[src/rtl/exe_pipe.sv]
// EX stage with a valid/ready EX/MEM output register. The optional shift-add
// multiplier (MUL/MULI) is built only when the macro EXE_MUL_EN is defined.
module exe_pipe #(
  parameter int unsigned XLEN     = 32,
  parameter int unsigned MUL_BITS = 1
) (
  input  logic            clk,
  input  logic            rst_n,
  input  logic            flush,
  input  logic            in_valid,
  output logic            in_ready,
  input  logic [XLEN-1:0] A,
  input  logic [XLEN-1:0] B,
  input  logic [XLEN-1:0] Imm,
  input  logic [XLEN-1:0] NPC_id,
  input  logic [31:0]     IR_id,
  output logic            out_valid,
  input  logic            out_ready,
  output logic [XLEN-1:0] NPC_ex,
  output logic [31:0]     IR_ex,
  output logic [XLEN-1:0] ALU_res,
  output logic [XLEN-1:0] B_ex,
  output logic            sel,
  output logic            illegal,
  output logic            busy
);

  if ((MUL_BITS == 0) || (XLEN % MUL_BITS != 0)) begin : g_bad_mul_bits
    $error("exe_pipe: MUL_BITS must be non-zero and divide XLEN");
  end

  logic [5:0]      op;
  logic [XLEN-1:0] op_b;
  logic [XLEN-1:0] res_c;
  logic            sel_c;
  logic            ill_c;
  logic            is_mul_c;
  logic            idle_c;
  logic            accept_c;
  logic            mul_done_c;
  logic [XLEN-1:0] mul_res_c;

  assign op = IR_id[31:26];

  // Single-cycle decode and ALU; RI forms (op[4] set) take Imm as second operand.
  always_comb begin
    op_b     = op[4] ? Imm : B;
    res_c    = '0;
    sel_c    = 1'b0;
    ill_c    = 1'b0;
    is_mul_c = 1'b0;
    case (op)
      6'b000000, 6'b010000: res_c = A + op_b;
      6'b000001, 6'b010001: res_c = A - op_b;
      6'b000010, 6'b010010: res_c = A & op_b;
      6'b000011, 6'b010011: res_c = A | op_b;
      6'b000100, 6'b010100: res_c = {{(XLEN-1){1'b0}}, ($signed(A) < $signed(op_b))};
      6'b000101, 6'b010101: begin
`ifdef EXE_MUL_EN
        is_mul_c = 1'b1;
`else
        ill_c = 1'b1;
`endif
      end
      6'b110000, 6'b110001: res_c = A + Imm;
      6'b110100: begin
        res_c = NPC_id + Imm;
        sel_c = (A != '0);
      end
      6'b110101: begin
        res_c = NPC_id + Imm;
        sel_c = (A == '0);
      end
      6'b111111: res_c = '0;
      default:   ill_c = 1'b1;
    endcase
  end

  assign in_ready = idle_c && (!out_valid || out_ready);
  assign accept_c = in_valid && in_ready && !flush;

`ifdef EXE_MUL_EN
  localparam int unsigned STEPS = XLEN / MUL_BITS;
  localparam int unsigned CW    = (STEPS > 1) ? $clog2(STEPS) : 1;

  typedef enum logic {S_IDLE, S_MUL} state_t;

  state_t          state_q, state_d;
  logic [CW-1:0]   cnt_q;
  logic [XLEN-1:0] mcand_q, mplier_q, acc_q, acc_nx;
  logic            last_c;

  assign last_c     = (state_q == S_MUL) && (cnt_q == CW'(STEPS - 1));
  assign idle_c     = (state_q == S_IDLE);
  assign busy       = (state_q == S_MUL);
  assign mul_done_c = last_c && !flush;
  assign mul_res_c  = acc_nx;

  // Retire MUL_BITS multiplier bits per step.
  always_comb begin
    acc_nx = acc_q;
    for (int i = 0; i < int'(MUL_BITS); i++) begin
      if (mplier_q[i]) acc_nx = acc_nx + (mcand_q << i);
    end
  end

  always_comb begin
    state_d = state_q;
    case (state_q)
      S_IDLE:  if (accept_c && is_mul_c) state_d = S_MUL;
      S_MUL:   if (last_c) state_d = S_IDLE;
      default: state_d = S_IDLE;
    endcase
    if (flush) state_d = S_IDLE;
  end

  always_ff @(posedge clk or negedge rst_n) begin
    if (!rst_n) state_q <= S_IDLE;
    else        state_q <= state_d;
  end

  always_ff @(posedge clk or negedge rst_n) begin
    if (!rst_n) begin
      cnt_q    <= '0;
      mcand_q  <= '0;
      mplier_q <= '0;
      acc_q    <= '0;
    end else if (accept_c && is_mul_c) begin
      cnt_q    <= '0;
      mcand_q  <= A;
      mplier_q <= op_b;
      acc_q    <= '0;
    end else if (state_q == S_MUL) begin
      cnt_q    <= cnt_q + CW'(1);
      mcand_q  <= mcand_q << MUL_BITS;
      mplier_q <= mplier_q >> MUL_BITS;
      acc_q    <= acc_nx;
    end
  end
`else
  assign idle_c     = 1'b1;
  assign busy       = 1'b0;
  assign mul_done_c = 1'b0;
  assign mul_res_c  = '0;
`endif

  // EX/MEM register; a multiply parks NPC/IR/B here while out_valid is low.
  always_ff @(posedge clk or negedge rst_n) begin
    if (!rst_n) begin
      out_valid <= 1'b0;
      NPC_ex    <= '0;
      IR_ex     <= '0;
      ALU_res   <= '0;
      B_ex      <= '0;
      sel       <= 1'b0;
      illegal   <= 1'b0;
    end else if (flush) begin
      out_valid <= 1'b0;
    end else if (accept_c) begin
      NPC_ex <= NPC_id;
      IR_ex  <= IR_id;
      B_ex   <= B;
      if (is_mul_c) begin
        out_valid <= 1'b0;
      end else begin
        ALU_res   <= res_c;
        sel       <= sel_c;
        illegal   <= ill_c;
        out_valid <= 1'b1;
      end
    end else if (mul_done_c) begin
      ALU_res   <= mul_res_c;
      sel       <= 1'b0;
      illegal   <= 1'b0;
      out_valid <= 1'b1;
    end else if (out_ready) begin
      out_valid <= 1'b0;
    end
  end

endmodule
[config.mk]
export PLATFORM = sky130hd
export DESIGN_NAME = exe_pipe
export DESIGN_NICKNAME = d
export VERILOG_FILES = /design/src/rtl/exe_pipe.sv
export SDC_FILE = /design/constraint.sdc
export NUM_CORES = 1
export LEC_CHECK = 0
export BUFFER_PORTS_ARGS = -buffer_cell sky130_fd_sc_hd__buf_2
export CAP_MARGIN = 20
export CORE_MARGIN = 2
export CORE_UTILIZATION = 60
export CTS_CLUSTER_SIZE = 10
export DETAILED_ROUTE_END_ITERATION = 8
export PLACE_DENSITY_LB_ADDON = 0.15
export SYNTH_ARGS = -nofsm -noshare
export SYNTH_HDL_FRONTEND = slang
export SYNTH_SLANG_ARGS = --single-unit
export TNS_END_PERCENT = 1
[constraint.sdc]
create_clock -name clk -period 3.1 [get_ports clk]
set_input_delay 0.465 -clock clk [delete_from_list [all_inputs] [get_ports clk]]
set_output_delay 0.465 -clock clk [all_outputs]
set_load 0.05 [all_outputs]
==> results of run 1 <==
cell families after synthesis:
family          count (synthesis)
simple gates                  582
compound gates                429
buf+inv                       188
fa+ha+maj                     137
flops                         131
mux                            72
xor+xnor                       55
other cells                     1
cells in the mapped netlist, drive strengths merged, types with 5 or more instances:
master / number
nand4: 19
inv: 100
ha: 134
nand2b: 7
a31o: 5
o22ai: 19
and2: 5
xor2: 16
dfrtp: 131
a21oi: 127
o311ai: 5
xnor2: 39
a31oi: 12
buf: 17
a41oi: 5
nor3: 19
o41ai: 5
nor2b: 8
a2111oi: 5
or2: 5
nand2: 376
a21o: 33
a221oi: 7
mux2: 31
mux2i: 41
o31ai: 7
nor4: 15
clkbuf: 69
nor2: 87
o21bai: 23
or3: 6
nand3: 19
a211oi: 19
o21ai: 102
o211ai: 19
through the flow:
step	TNS (ps)	utilization, %	instances	instance area [sq um]
after detailed placement	-20150	84.5	2494	17000
after global placement	-16770	84.5	2494	17000
after floorplan	-8560	-	1595	12300
after CTS	-5310	89.7	2542	18000
metal layers:
layer	GRT overflow	track usage (%)
met5	0	50.2
met4	51	81.4
met3	7	71.5
met2	41	96.0
met1	2	85.8
what timing repair did:
action | 4_1_cts
setup endpoints to repair | 24
pin swaps | 23
cloned | 1
gates resized for setup | 77
setup buffers | 15
==> reports/results.md, run 1 <==
## Placed design
* 45100 microns — HPWL after DPL
* 1.06 — global placer's final weighted congestion
* -1110 ps — pre-CTS setup slack
* 296 — number of I/O port buffers

## Yosys
* 76 — count of unique library cells instantiated by Yosys
* 100% — asr flop ratio synth
* 1595 — synthesized instance count
* 6.23% — multiplexer area fraction after synthesis
* 131 — number of flip-flops and latches in the synthesized netlist
* sky130_fd_sc_hd__dfrtp_1 — primary flip-flop cell chosen by synthesis mapping
* sky130_fd_sc_hd__dfrtp_1 (27%), sky130_fd_sc_hd__ha_1 (14%), sky130_fd_sc_hd__nand2_1 (12%) — largest cells by area after synthesis
* 20.2% — post-synthesis share of cell area spent on and, or, nand and nor gates
* 0 — number of warning messages in the yosys log
* 3.95% — xor-xnor portion of the synthesized cell area
* 12200 sq um — combined area of all synthesized cells
* 26.9% — area fraction of the dominant cell type after synthesis
* 26.9% — sequential cell area fraction in the yosys report
* sky130_fd_sc_hd__dfrtp_1 — cell type with the largest total area after synthesis
* 0 — number of synthesized flops with an enable pin
* 14.3% — area share of fa/ha/maj cells after synthesis
* 1897 — Net Count, Synth
* compound AO/OA/AOI/OAI gates — largest family of logic cells by synthesized area
* 22.5% — compound-gate portion of the synthesized area
* 7.64 sq um — mean instance size in the synthesized netlist

## GRT
* 101 — final global-route overflow total
* 20583 — via count of the first global-routing pass
* 84.0% — all-layer global routing usage
* 110 — largest net degree at the start of global routing
* 135000 microns — wire length of the first global-routing pass

## Die
* 60.6% — Starting Density
* 298 — count of boundary I/O pins
* 147 microns — Die Width
* 52 — Std-Cell Rows
* 147 microns — height of the chip

## Outcome
* global routing (5_1_grt) — last stage reached
* did not finish — result of the run
* [ERROR GRT-0116] Global routing finished with congestion. Check the congestion regions in the DRC Viewer. — First Err

## Clocking
* 0 — cts-stage hold buffer count
* 4 — H-tree levels
* 2 — buffers from clock root to sink, at most
* sky130_fd_sc_hd__clkbuf_16 — Root Driver
* 131 — clock sink total
* 17 — CTS Buf Count

==> run 2, diff against run 1 <==
- CORE_UTILIZATION: 60 -> 40
- CTS_CLUSTER_SIZE: 10 -> default
==> run 2 against run 1 <==
Net effect: the flow now finishes, with violations (setup timing); synthesized cell count is the same; synthesized area unchanged.
==> reports/results.md, run 2 <==
## Clocking
* 4 — H-tree levels
* done — CTS tree
* 131 — clock sink total
* 2 — buffers from clock root to sink, at most
* 80 ps — clock input transition at the sequential cells of the worst setup and hold paths
* sky130_fd_sc_hd__clkbuf_16 — Root Driver
* 440 ps — clock latency on the worst-skew pair
* 17 — CTS Buf Count

## Yosys
* sky130_fd_sc_hd__nand2_1 — top-count cell post-synth
* sky130_fd_sc_hd__nand2_1 (376), sky130_fd_sc_hd__ha_1 (134), sky130_fd_sc_hd__dfrtp_1 (131), sky130_fd_sc_hd__a21oi_1 (127), sky130_fd_sc_hd__inv_1 (99) — most common library cells after synthesis
* compound AO/OA/AOI/OAI gates — largest family of logic cells by synthesized area
* 0 — number of warning messages in the yosys log
* 1595 — synthesized instance count
* 26.9% — sequential cell area fraction in the yosys report
* sky130_fd_sc_hd__dfrtp_1 (27%), sky130_fd_sc_hd__ha_1 (14%), sky130_fd_sc_hd__nand2_1 (12%) — largest cells by area after synthesis
* sky130_fd_sc_hd__dfrtp_1 — primary flip-flop cell chosen by synthesis mapping
* 7.64 sq um — mean instance size in the synthesized netlist
* 14.3% — area share of fa/ha/maj cells after synthesis
* 1897 — Net Count, Synth
* 20.2% — post-synthesis share of cell area spent on and, or, nand and nor gates
* 76 — count of unique library cells instantiated by Yosys
* 6.23% — multiplexer area fraction after synthesis
* 22.5% — compound-gate portion of the synthesized area
* 131 — number of flip-flops and latches in the synthesized netlist
* 26.9% — area fraction of the dominant cell type after synthesis
* 12200 sq um — combined area of all synthesized cells
* 3.95% — xor-xnor portion of the synthesized cell area
* sky130_fd_sc_hd__dfrtp_1 — cell type with the largest total area after synthesis
* 100% — asr flop ratio synth
* 0 — number of synthesized flops with an enable pin

## Placed design
* 296 — number of I/O port buffers
* 42600 microns — HPWL after DPL
* 2593 — number of cells in the design after placement
* -1070 ps — pre-CTS setup slack
* 0.977 — global placer's final weighted congestion

## Power
* 0.00826 W — total power of the final layout
* 9.54 nW — leakage power
* 455 nW/um^2 — Power per Cell Area
* 302 uV — VDD IR max

## Cells and area
* sky130_fd_sc_hd__buf_4 — most common library cell in the layout ignoring fill and taps
* sky130_fd_sc_hd__buf_4 (401), sky130_fd_sc_hd__nand2_1 (374), sky130_fd_sc_hd__buf_2 (291) — commonest cells after routing, fill and taps aside
* 2642 — final cell count without fillers
* 61.0% — end-of-flow core utilization
* 49.1% — Area growth syn-to-layout
* 38.5% — share of post-route cells with drive strength above 1
* 2538 — NumNets Final

## Timing
* -476 ps — Final WS setup
* 21 — # setup viols final
* 3580 ps — post-layout min period
* 11.7 ps — worst clock skew
* 60.7 ps — final hold slack
* 839 ps — Least-Margin Pin Slew
* 0 — fin. max-slew vios
* 44.0% — Max transition margin
* 280 MHz — achievable frequency
* yes — unrepaired setup endpoints after global routing
* 0 — Hold Fails Final Rpt
* 115% — final critical-path share of the clock period

## Die
* 40.9% — Starting Density
* 179 microns — Die Width
* 63 — Std-Cell Rows
* 29800 sq um — area inside the core boundary
* 298 — count of boundary I/O pins
* 31900 sq um — die area
* 179 microns — height of the chip

## Hold path
* input port to async pin — min-delay worst type

## Worst setup path
* input port to flip-flop — kind of critical path
* 3420 ps — data required time at the worst endpoint
* ALU_res[0] — Reg2Reg Capture Point
* flip-flop — Crit. End Element
* input port — Startpoint Class
* out_valid — Crit Reg-Reg Startpoint
* 910 ps — setup slack, reg-to-reg
* 8 — FF-to-FF path depth
* 8 — highest fanout seen on the critical path
* 3890 ps — worst path arrival time

## Drt
* 5.45 — average vias per placed instance
* 53600 microns — detailed-route wire length
* 20.3 microns — wire per inst
* 0 — DRC violation count after routing
* 0 — number of routed nets with antenna violations
* 6 — DR pass1 iterations
* 14398 — routed via count
* 1511 — violation count after the first detailed-route iteration

## GRT
* 97 — largest net degree at the start of global routing
* 2 — initial antenna violation count
* 33.5% — all-layer global routing usage
* 80600 microns — wire length of the first global-routing pass
* 0 — final global-route overflow total
* 13640 — via count of the first global-routing pass

## Job
* 0 — # Max-Cap Violations

## Outcome
* setup timing — failing checks
* finished, violations left — result of the run

## run 2: cell counts after synthesis
No cell type changed its count.
## run 2: worst max-delay path, stage by stage
cell and delay [ps]:
sky130_fd_sc_hd__buf_8 110, sky130_fd_sc_hd__nor3_4 200, sky130_fd_sc_hd__nand2_2 120, sky130_fd_sc_hd__buf_12 170, sky130_fd_sc_hd__buf_8 140, sky130_fd_sc_hd__buf_6 110
sky130_fd_sc_hd__mux2_4 330, sky130_fd_sc_hd__ha_4 290, sky130_fd_sc_hd__nand4_1 190, sky130_fd_sc_hd__a211oi_2 310, sky130_fd_sc_hd__o311a_1 240, sky130_fd_sc_hd__o21ai_2 90
sky130_fd_sc_hd__a21oi_2 230, sky130_fd_sc_hd__a41oi_4 170, sky130_fd_sc_hd__buf_4 170, sky130_fd_sc_hd__a21oi_1 130, sky130_fd_sc_hd__o22ai_1 110, sky130_fd_sc_hd__xor2_1 220
sky130_fd_sc_hd__o22ai_1 100
## run 2: worst max-delay path by stage
stage / endpoint / slack, ps / startpoint
2_1_floorplan: ALU_res[26] / -580 / IR_id[29]
4_1_cts: ALU_res[31] / -290 / IR_id[29]
5_1_grt: ALU_res[26] / -570 / IR_id[29]
3_5_place_dp: ALU_res[29] / -1070 / IR_id[30]
6_report: ALU_res[30] / -480 / IR_id[29]
3_3_place_gp: ALU_res[29] / -990 / IR_id[30]
## run 2: cells by family after synthesis
group | count (synthesis)
flops | 131
fa+ha+maj | 137
mux | 72
compound gates | 429
xor+xnor | 55
other cells | 1
simple gates | 582
buf+inv | 188
## run 2: layout make-up
cell class / count / area [sq um]
Timing Repair Buffer: 708 / 4720
Clock buffer: 17 / 425
Inverter: 102 / 383
Clock inverter: 15 / 161
Sequential cell: 131 / 3280
Antenna cell: 3 / 7.51
Tap cell: 390 / 488
Fill cell: 2779 / 11600
Multi-Input combinational cell: 1276 / 8700
## run 2: routing by layer
layer	track usage (%)	part of all wire (%)
met5	0	0
met4	9.04	2.4
met3	8.21	10
met2	48.9	42
met1	48.9	45
## run 2: through the flow
| stage | cell area [sq um] | setup TNS [ps] |
|---|---|---|
| floorplan | 12300 | -8560 |
| global placement | 17000 | -17430 |
| detailed placement | 17000 | -19170 |
| CTS | 17900 | -3170 |
| global route | 18200 | -7710 |
| finish | 18200 | -5020 |
## run 2: repair_timing
| action | in CTS | in global routing |
|---|---|---|
| gates resized for setup | 71 | 37 |
| pin swaps | 35 | 17 |
| endpoints found under the setup margin | 23 | 25 |
| setup buffers | 10 | 4 |
| hold buffers | 0 | 0 |
## run 2: power by group
| group | internal (W) | switching (W) |
|---|---|---|
| Clock | 0.00108 | 0.00104 |
| Sequential | 0.00194 | 0.000133 |
| Combinational | 0.00151 | 0.00255 |
Note: power is estimated with default switching activity, not from simulation.
